File: src/rtl/rv_ctrl_pkg.sv
`default_nettype none
// ============================================================================
// Module   : rv_ctrl_pkg
// Purpose  : Shared definitions for the multicycle RV32I control path.
//            Opcode constants, the immediate-format encoding used by the
//            immediate generator, ALU operation selects and the controller
//            state encoding.
// Revision : 1.0 - initial release
// ============================================================================
package rv_ctrl_pkg;

    // Major opcodes (instruction bits [6:0]) handled by the controller
    localparam logic [6:0] c_OPC_LOAD   = 7'b0000011;
    localparam logic [6:0] c_OPC_STORE  = 7'b0100011;
    localparam logic [6:0] c_OPC_BRANCH = 7'b1100011;
    localparam logic [6:0] c_OPC_OP_IMM = 7'b0010011;
    localparam logic [6:0] c_OPC_OP     = 7'b0110011;

    // Immediate format; this encoding is also decoded by the immediate generator
    typedef enum logic [1:0] {
        IMM_NONE = 2'd0,
        IMM_I    = 2'd1,
        IMM_S    = 2'd2,
        IMM_B    = 2'd3
    } imm_sel_e;

    // ALU operation selects
    localparam logic [1:0] c_ALU_ADD   = 2'b00;  // address calculation
    localparam logic [1:0] c_ALU_CMP   = 2'b01;  // branch compare
    localparam logic [1:0] c_ALU_FUNCT = 2'b10;  // decoded from funct3/funct7

    // Controller states
    typedef enum logic [2:0] {
        ST_IDLE   = 3'd0,
        ST_FETCH  = 3'd1,
        ST_DECODE = 3'd2,
        ST_EXEC   = 3'd3,
        ST_MEM    = 3'd4,
        ST_WB     = 3'd5,
        ST_TRAP   = 3'd6
    } state_e;

    // Immediate format implied by an opcode; unsupported opcodes give NONE
    function automatic imm_sel_e imm_sel_of(input logic [6:0] opc);
        imm_sel_e r;
        r = IMM_NONE;
        case (opc)
            c_OPC_LOAD,
            c_OPC_OP_IMM: r = IMM_I;
            c_OPC_STORE:  r = IMM_S;
            c_OPC_BRANCH: r = IMM_B;
            default:      r = IMM_NONE;
        endcase
        return r;
    endfunction

    // True for every opcode the controller can sequence
    function automatic logic opc_supported(input logic [6:0] opc);
        return (opc == c_OPC_LOAD)   || (opc == c_OPC_STORE) ||
               (opc == c_OPC_BRANCH) || (opc == c_OPC_OP_IMM) ||
               (opc == c_OPC_OP);
    endfunction

endpackage : rv_ctrl_pkg
`default_nettype wire

File: src/rtl/multicycle_ctrl.sv
`default_nettype none
// ============================================================================
// Module   : multicycle_ctrl
// Purpose  : Main control FSM of the multicycle RV32I core. Sequences
//            fetch / decode / execute / memory / writeback over a single
//            shared instruction+data memory port and counts retired
//            instructions.
// Ports    :
//   clk            in   system clock, rising edge
//   rst_n          in   asynchronous active-low reset
//   mem_ack_i      in   memory completion (only looked at while requesting)
//   mem_rdata_op_i in   read data bits [6:0], captured on fetch ack
//   branch_taken_i in   ALU compare result, used in EXEC for branches
//   mem_req_o      out  memory request
//   mem_we_o       out  1 = write, 0 = read
//   addr_sel_o     out  memory address: 0 = PC, 1 = ALU result
//   ir_we_o        out  instruction register load
//   mdr_we_o       out  memory data register load
//   imm_sel_o      out  immediate format (rv_ctrl_pkg::imm_sel_e)
//   alu_src_o      out  ALU operand B: 0 = rs2, 1 = immediate
//   alu_op_o       out  ALU operation select
//   reg_we_o       out  register-file write enable
//   wb_sel_o       out  writeback source: 0 = ALU, 1 = MDR
//   pc_we_o        out  PC write enable
//   pc_sel_o       out  next PC: 0 = PC+4, 1 = branch target
//   instret_o      out  retired-instruction count (wraps silently)
//   illegal_o      out  sticky unsupported-opcode flag
// Revision : 1.0 - initial release
// ============================================================================
module multicycle_ctrl
    import rv_ctrl_pkg::*;
#(
    parameter int CNT_W = 32
) (
    input  logic             clk,
    input  logic             rst_n,
    input  logic             mem_ack_i,
    input  logic [6:0]       mem_rdata_op_i,
    input  logic             branch_taken_i,
    output logic             mem_req_o,
    output logic             mem_we_o,
    output logic             addr_sel_o,
    output logic             ir_we_o,
    output logic             mdr_we_o,
    output logic [1:0]       imm_sel_o,
    output logic             alu_src_o,
    output logic [1:0]       alu_op_o,
    output logic             reg_we_o,
    output logic             wb_sel_o,
    output logic             pc_we_o,
    output logic             pc_sel_o,
    output logic [CNT_W-1:0] instret_o,
    output logic             illegal_o
);

    state_e           r_state;
    state_e           w_next;
    logic [6:0]       r_opcode;
    logic [CNT_W-1:0] r_instret;
    logic             w_opc_load;
    logic             w_retire;
    imm_sel_e         w_imm;
    logic             w_is_load;
    logic             w_is_store;

    assign w_is_load  = (r_opcode == c_OPC_LOAD);
    assign w_is_store = (r_opcode == c_OPC_STORE);

    // ------------------------------------------------------------------
    // State, opcode and retire-counter registers
    // ------------------------------------------------------------------
    always_ff @(posedge clk or negedge rst_n) begin
        if (!rst_n) begin
            r_state   <= ST_IDLE;
            r_opcode  <= 7'd0;
            r_instret <= '0;
        end else begin
            r_state <= w_next;
            if (w_opc_load) begin
                r_opcode <= mem_rdata_op_i;
            end
            if (w_retire) begin
                r_instret <= r_instret + CNT_W'(1);
            end
        end
    end

    // ------------------------------------------------------------------
    // Next state and outputs. Outputs depend on state and latched opcode;
    // only the ack-qualified strobes and the retire look at mem_ack_i, so
    // the request/address signals stay stable across wait cycles.
    // ------------------------------------------------------------------
    always_comb begin
        w_next      = r_state;
        w_opc_load  = 1'b0;
        w_retire    = 1'b0;
        w_imm       = IMM_NONE;
        mem_req_o   = 1'b0;
        mem_we_o    = 1'b0;
        addr_sel_o  = 1'b0;
        ir_we_o     = 1'b0;
        mdr_we_o    = 1'b0;
        alu_src_o   = 1'b0;
        alu_op_o    = c_ALU_ADD;
        reg_we_o    = 1'b0;
        wb_sel_o    = 1'b0;
        pc_we_o     = 1'b0;
        pc_sel_o    = 1'b0;
        illegal_o   = 1'b0;

        case (r_state)
            ST_IDLE: begin
                w_next = ST_FETCH;
            end

            ST_FETCH: begin
                mem_req_o = 1'b1;
                if (mem_ack_i) begin
                    ir_we_o    = 1'b1;
                    w_opc_load = 1'b1;
                    w_next     = ST_DECODE;
                end
            end

            ST_DECODE: begin
                w_imm  = imm_sel_of(r_opcode);
                w_next = opc_supported(r_opcode) ? ST_EXEC : ST_TRAP;
            end

            ST_EXEC: begin
                w_imm = imm_sel_of(r_opcode);
                case (r_opcode)
                    c_OPC_LOAD,
                    c_OPC_STORE: begin
                        alu_src_o = 1'b1;
                        alu_op_o  = c_ALU_ADD;
                        w_next    = ST_MEM;
                    end
                    c_OPC_OP_IMM: begin
                        alu_src_o = 1'b1;
                        alu_op_o  = c_ALU_FUNCT;
                        w_next    = ST_WB;
                    end
                    c_OPC_OP: begin
                        alu_src_o = 1'b0;
                        alu_op_o  = c_ALU_FUNCT;
                        w_next    = ST_WB;
                    end
                    c_OPC_BRANCH: begin
                        // Branch resolves and retires here: 3-cycle instruction
                        alu_src_o = 1'b0;
                        alu_op_o  = c_ALU_CMP;
                        pc_we_o   = 1'b1;
                        pc_sel_o  = branch_taken_i;
                        w_retire  = 1'b1;
                        w_next    = ST_FETCH;
                    end
                    default: begin
                        // Unreachable: DECODE filters unsupported opcodes
                        w_next = ST_TRAP;
                    end
                endcase
            end

            ST_MEM: begin
                mem_req_o  = 1'b1;
                addr_sel_o = 1'b1;
                mem_we_o   = w_is_store;
                if (mem_ack_i) begin
                    if (w_is_store) begin
                        pc_we_o  = 1'b1;
                        w_retire = 1'b1;
                        w_next   = ST_FETCH;
                    end else begin
                        mdr_we_o = 1'b1;
                        w_next   = ST_WB;
                    end
                end
            end

            ST_WB: begin
                reg_we_o = 1'b1;
                wb_sel_o = w_is_load;
                pc_we_o  = 1'b1;
                w_retire = 1'b1;
                w_next   = ST_FETCH;
            end

            ST_TRAP: begin
                illegal_o = 1'b1;
            end

            default: begin
                w_next = ST_IDLE;
            end
        endcase
    end

    assign imm_sel_o = w_imm;
    assign instret_o = r_instret;

endmodule : multicycle_ctrl
`default_nettype wire

File: config.mk
export PLATFORM = sky130hd
export DESIGN_NAME = multicycle_ctrl
export DESIGN_NICKNAME = d
export VERILOG_FILES = /design/src/rtl/rv_ctrl_pkg.sv /design/src/rtl/multicycle_ctrl.sv
export SDC_FILE = /design/constraint.sdc
export NUM_CORES = 1
export LEC_CHECK = 0
export CAP_MARGIN = 0
export CELL_PAD_IN_SITES_DETAIL_PLACEMENT = 0
export CELL_PAD_IN_SITES_GLOBAL_PLACEMENT = 1
export CORE_UTILIZATION = 34
export DETAILED_ROUTE_END_ITERATION = 8
export PLACE_DENSITY = 0.82
export REMOVE_ABC_BUFFERS = 1
export SYNTH_ARGS = -nofsm -noshare
export SYNTH_HDL_FRONTEND = slang
export SYNTH_SLANG_ARGS = --single-unit
File: constraint.sdc
create_clock -name clk -period 1.6 [get_ports clk]
set_input_delay 0.4 -clock clk [delete_from_list [all_inputs] [get_ports clk]]
set_output_delay 0.4 -clock clk [all_outputs]
set_load 0.01 [all_outputs]
Word-level counts from Yosys, hierarchy flattened
Cells that the tools add are included.

$add $sub $neg: 1. Equality and inequality tests: 13. Muxes and demuxes: 29. Bitwise operators: 1. Reduce and logical (&&, ||, !) cells: 13.

Operators with widths (count): 32-bit by 1-bit adder with 32-bit output (second input constant) (1); 1-bit two-way mux (18); 3-bit one-hot mux with 6 select lines (1); 7-bit by 6-bit equality test with 1-bit output (second input constant) (2); 3-bit two-way mux (4); 2-bit OR reduction (6); 3-bit equality test (second input constant) (3); 3-bit one-hot mux with 3 select lines (1); 7-bit by 2-bit equality test with 1-bit output (second input constant) (1); 7-bit by 5-bit equality test with 1-bit output (second input constant) (1); 7-bit equality test (second input constant) (1); 3-bit by 2-bit equality test with 1-bit output (second input constant) (2); 2-bit one-hot mux with 3 select lines (1); 1-bit logical OR (4); 2-bit two-way mux (2); 2-bit inequality test (second input constant) (2); 2-bit one-hot mux with 2 select lines (1); 3-bit by 1-bit equality test with 1-bit output (second input constant) (1); 3-bit zero test (1); 1-bit one-hot mux with 3 select lines (1); 3-bit AND reduction (1); 3-bit OR reduction (1); 1-bit NOT (1).

Flip-flop bits (word level): 42. Bits of input ports: 11. Word-level logic and storage cells: 60.

Depth between registers and ports, before layout
Depth in word-level cells: 7. Mapped depth: 6. Mapped depth without buffers: 6.

Worst setup path after synthesis
No wires, ideal clock.

Path kind: register to register. From: register r_instret[0], in the netlist instret_o[0]. To: register r_instret[28], in the netlist instret_o[28]. Library setup time: 125 ps. Arrival time: 1681 ps. Data required time: 1475 ps. Path slack: -206 ps. Cell stages (with the launch flop): 7. Buffers on the path: 0. Cells stage by stage: dfrtp_1 > ha_1 > nand3_1 > or2_1 > a2111oi_4 > nand3_1 > xnor2_1.

Longest elaborated chain between the ends: 1.

RTL lines: from (decl) (line multicycle_ctrl.sv:59) `logic [CNT_W-1:0] r_instret;`; from (signal assigned) (line multicycle_ctrl.sv:83) `r_instret <= r_instret + CNT_W'(1);`; 32-bit by 1-bit adder with 32-bit output (line multicycle_ctrl.sv:83).

No other way between the ends. A chain may end at the register's enable or synchronous reset.

Worst setup path in the final report
From: register r_opcode[3]. To: output pc_we_o.

Longest elaborated chain between the ends: 4.

RTL lines: from (decl) (line multicycle_ctrl.sv:58) `logic [6:0] r_opcode;`; from (signal assigned) (line multicycle_ctrl.sv:80) `r_opcode <= mem_rdata_op_i;`; 7-bit by 6-bit equality test with 1-bit output (line multicycle_ctrl.sv:67) `assign w_is_store = (r_opcode == c_OPC_STORE);`; 1-bit two-way mux (line multicycle_ctrl.sv:170) `if (w_is_store) begin`; 1-bit two-way mux (line multicycle_ctrl.sv:169) `if (mem_ack_i) begin`; 1-bit one-hot mux with 3 select lines (*) (line multicycle_ctrl.sv:111) `case (r_state)`; to (decl) (line multicycle_ctrl.sv:50) `output logic pc_we_o,`.

Every way passes the cells marked *; elsewhere a longest branch is shown, timed or not.

==> impl_table.tex <==
\begin{tabular}{lr}
\hline
Metric & Value \\
\hline
\multicolumn{2}{l}{\textbf{Global route}} \\
Antenna violations before repair & 0 \\
Largest net degree at the start of global routing & 43 \\
Via count of the first global-routing pass & 2065 \\
All-Layer GR Usage & 18.9\% \\
Residual overflow from global routing & 0 \\
First-pass GRT wire length & 9540 um \\
\multicolumn{2}{l}{\textbf{Route}} \\
Vias & 2062 \\
Pre-Repair DR Iteration Count & 4 \\
Via-to-Cell Ratio & 4.92 \\
Final ANT Viol Nets & 0 \\
Routed wire length per instance & 14.3 um \\
Number of design-rule violations left by the first detailed-router iteration & 54 \\
Final WL & 5980 um \\
Remaining routing DRC violations & 0 \\
\multicolumn{2}{l}{\textbf{Logic synthesis}} \\
Portion of the post-synthesis area used by sequential elements & 48.0\% \\
Combinational family with the most area after synthesis & simple AND/OR/NAND/NOR gates \\
Top cells by area in the synthesized netlist & sky130\_fd\_sc\_hd\_\_dfrtp\_1 (48\%), sky130\_fd\_sc\_hd\_\_xnor2\_1 (11\%), sky130\_fd\_sc\_hd\_\_nand3\_1 (4.3\%) \\
Commonest cells in the netlist & sky130\_fd\_sc\_hd\_\_dfrtp\_1 (42), sky130\_fd\_sc\_hd\_\_xnor2\_1 (27), sky130\_fd\_sc\_hd\_\_nand3\_1 (19), sky130\_fd\_sc\_hd\_\_nand2\_1 (13), sky130\_fd\_sc\_hd\_\_and3\_1 (9) \\
Area share of fa/ha/maj cells after synthesis & 0.572\% \\
Synthesized netlist cell count & 195 \\
Count of state elements after synthesis & 42 \\
Post-synthesis async set-or-reset flop share & 100\% \\
Dominant cell by count in the synthesized netlist & sky130\_fd\_sc\_hd\_\_dfrtp\_1 \\
Most used DFF post-synth & sky130\_fd\_sc\_hd\_\_dfrtp\_1 \\
Cell type contributing the most total cell area after synthesis & sky130\_fd\_sc\_hd\_\_dfrtp\_1 \\
Number of different library cells in the post-synthesis netlist & 41 \\
Share of synthesized area spent on multiplexers & 4.12\% \\
Total number of yosys warnings & 0 \\
Mapped cell area & 0.00219 mm\^{}2 \\
Xor and xnor area share after synthesis & 12.4\% \\
Compound-Gate Fraction of Synth Area & 9.26\% \\
Simple-gate share of the synthesized area & 24.3\% \\
Post-Syn Area per Cell & 11.2 um\^{}2 \\
Post-synth EDFFs & 0 \\
Share of the synthesized area in the top cell type & 48.0\% \\
\multicolumn{2}{l}{\textbf{Clocking}} \\
Largest buffer count on any clock path & 2 \\
Clock buffer count from CTS & 5 \\
H-tree depth reported by CTS & 2 \\
Clock root cell & sky130\_fd\_sc\_hd\_\_clkbuf\_8 \\
Clk sink count & 42 \\
Worst-Skew Late Latency & 0.30 ns \\
Clock tree from TritonCTS & yes \\
Clk slew on worst S/H paths & 0.09 ns \\
\multicolumn{2}{l}{\textbf{Power}} \\
Power per standard cell area & 462 mW/mm\^{}2 \\
Worst IR Drop VDD & 0.000455 V \\
Combinational fraction of design power & 2.9\% \\
Switching power of the nets & 0.402 mW \\
Part of the total power dissipated in sequential elements & 59.1\% \\
Static leakage power & 1.90 nW \\
Internal power summed over all cells & 1.39 mW \\
Clock share of power & 38.0\% \\
Design Power & 1.80 mW \\
Sw Ratio & 22.4\% \\
\multicolumn{2}{l}{\textbf{Run status}} \\
Violations in the final reports & setup timing \\
Run status & finished, violations left \\
\multicolumn{2}{l}{\textbf{STA}} \\
Final setup margin & -0.386 ns \\
Minimum hold slack & 0.0530 ns \\
Max Clk Rate & 0.503 GHz \\
Crit share post-route & 124\% \\
Clock skew after layout & 0.0109 ns \\
Relative slew slack & 79.5\% \\
Post-layout minimum cycle time & 1.99 ns \\
Worst-Margin Slew & 0.304 ns \\
Unrepaired setup endpoints after global routing & yes \\
Final hold violation count & 0 \\
Pins Over Slew Limit & 0 \\
Final setup violation count & 47 \\
Sum of negative setup slack & -10.24 ns \\
\multicolumn{2}{l}{\textbf{Placement}} \\
HPWL Detailed & 3840 um \\
Number of buffers added on ports & 57 \\
Dpl cells & 379 \\
Final weighted congestion of routability-driven global placement & 0.805 \\
\multicolumn{2}{l}{\textbf{Floorplan}} \\
Number of placement rows & 28 \\
Initial Util & 36.1\% \\
Core area & 0.00606 mm\^{}2 \\
Full die area & 0.00676 mm\^{}2 \\
Vertical extent of the die & 82.2 um \\
Total I/O pin count & 58 \\
Die X & 82.2 um \\
\multicolumn{2}{l}{\textbf{Cells and area}} \\
Fillers & 516 \\
Count of non-filler cells in the finished layout & 419 \\
Area growth, synth to finish & 77.5\% \\
Fraction of layout instances using a drive strength above 1 & 53.8\% \\
Final Net Count & 355 \\
Number of antenna cells inserted & 0 \\
\multicolumn{2}{l}{\textbf{Setup path}} \\
CP Class & flop to primary output \\
Crit path required time & 1.20 ns \\
Critical Path Source Type & flop \\
Arr. time, crit path & 1.59 ns \\
Endpoint class of the critical path & primary output \\
Maximum fanout along the worst path & 3 \\
\multicolumn{2}{l}{\textbf{Min path}} \\
Min-delay worst type & input pin to asynchronous set/reset pin \\
\multicolumn{2}{l}{\textbf{Flow run}} \\
Max Cap Viol & 0 \\
\hline
\end{tabular}
[cell type report]
cell class | instances | area (um^2) | share of cell area, %
clock buffer | 5 | 68.8 | 1.77
clock inverter | 3 | 21.3 | 0.548
multi-input combinational | 147 | 1360 | 35.0
sequential | 42 | 1050 | 27.1
timing repair buffer | 146 | 1280 | 33.0
inverter | 1 | 6.26 | 0.161
tap | 75 | 93.8 | 2.42
[cells by family (layout without fill, tap and decap cells)]
kind of cell,Yosys count,count (layout)
flops,42,42
xor+xnor,31,31
mux,8,8
fa+ha+maj,1,1
compound gates,20,20
buf+inv,6,155
simple gates,87,87
[worst paths after layout]
path                               start       endpoint  slack [ns]  cells after the start
max in group asynchronous          rst_n  instret_o[21]        1.33                      2
min in group clk           instret_o[31]  instret_o[31]        0.47                      1
min                                rst_n  instret_o[17]        0.05                      2
max reg2reg                  r_opcode[3]  instret_o[22]       -0.29                      8
min reg2reg                instret_o[31]  instret_o[31]        0.47                      1
max                          r_opcode[3]        pc_we_o       -0.39                      5
[metrics by stage]
| stage | setup slack, ns | utilization (%) | cell area (um^2) |
|---|---|---|---|
| 2_1_floorplan | -0.206 | - | 2160 |
| 3_3_place_gp | -0.702 | 53.8 | 3260 |
| 3_5_place_dp | -0.697 | 53.8 | 3260 |
| 4_1_cts | -0.407 | 61.7 | 3740 |
| 5_1_grt | -0.476 | 64.1 | 3880 |
| 6_report | -0.386 | 64.1 | 3880 |
[sequential cells by signal (all words and copies together) (netlist names)]
signal,cells
r_opcode,7
r_state,3
instret_o,32
[power by group through the flow]
stage          registers, mW  clock network [mW]  logic [mW]
6_report                1.06               0.683      0.0522
3_5_place_dp            1.08                   0      0.0535
5_1_grt                 1.06               0.742      0.0583
2_1_floorplan           1.08                   0     0.00237
3_3_place_gp            1.08                   0      0.0537
4_1_cts                 1.06               0.704      0.0537
[placed cells by master, fill, tap and decap left out, types with 3 or more instances in the layout]
cell	count
sky130_fd_sc_hd__mux2_2	7
sky130_fd_sc_hd__xor2_1	3
sky130_fd_sc_hd__clkdlybuf4s50_1	9
sky130_fd_sc_hd__dlymetal6s2s_1	3
sky130_fd_sc_hd__buf_2	7
sky130_fd_sc_hd__nand2_1	4
sky130_fd_sc_hd__dfrtp_2	3
sky130_fd_sc_hd__nand4_1	8
sky130_fd_sc_hd__buf_4	66
sky130_fd_sc_hd__a21oi_1	4
sky130_fd_sc_hd__and3_1	7
sky130_fd_sc_hd__nand2_2	7
sky130_fd_sc_hd__o21ai_0	4
sky130_fd_sc_hd__nor2_4	3
sky130_fd_sc_hd__dfrtp_1	39
sky130_fd_sc_hd__clkbuf_8	5
sky130_fd_sc_hd__buf_6	29
sky130_fd_sc_hd__nor2_1	5
sky130_fd_sc_hd__nand3_1	5
sky130_fd_sc_hd__xnor2_1	25
sky130_fd_sc_hd__and2_4	3
sky130_fd_sc_hd__dlygate4sd2_1	29
sky130_fd_sc_hd__nand3_2	12
[routing by layer]
| metal | global-route usage, % | vias up | part of all wire [%] |
|---|---|---|---|
| li1 | - | 986 | - |
| met1 | 23.6 | 1023 | 44 |
| met3 | 3.85 | 8 | 3.8 |
| met4 | 4.74 | 0 | 1.2 |
| met2 | 33.1 | 45 | 51 |
| met5 | 0 | - | 0 |
[what timing repair did]
action | in CTS | in global routing
buffers inserted | 27 | 6
pin swaps | 44 | 16
resized for setup | 155 | 23
endpoints found under the hold margin | 0 | 0
setup endpoints to repair | 85 | 58
hold buffers | 0 | 0
[critical path, stage by stage (launching register included)]
cell	delay [ns]
sky130_fd_sc_hd__dfrtp_1	0.41
sky130_fd_sc_hd__nand4bb_4	0.28
sky130_fd_sc_hd__buf_6	0.16
sky130_fd_sc_hd__a2bb2oi_4	0.16
sky130_fd_sc_hd__a21oi_2	0.13
sky130_fd_sc_hd__buf_2	0.15
Power figures use the tool's default switching activity.
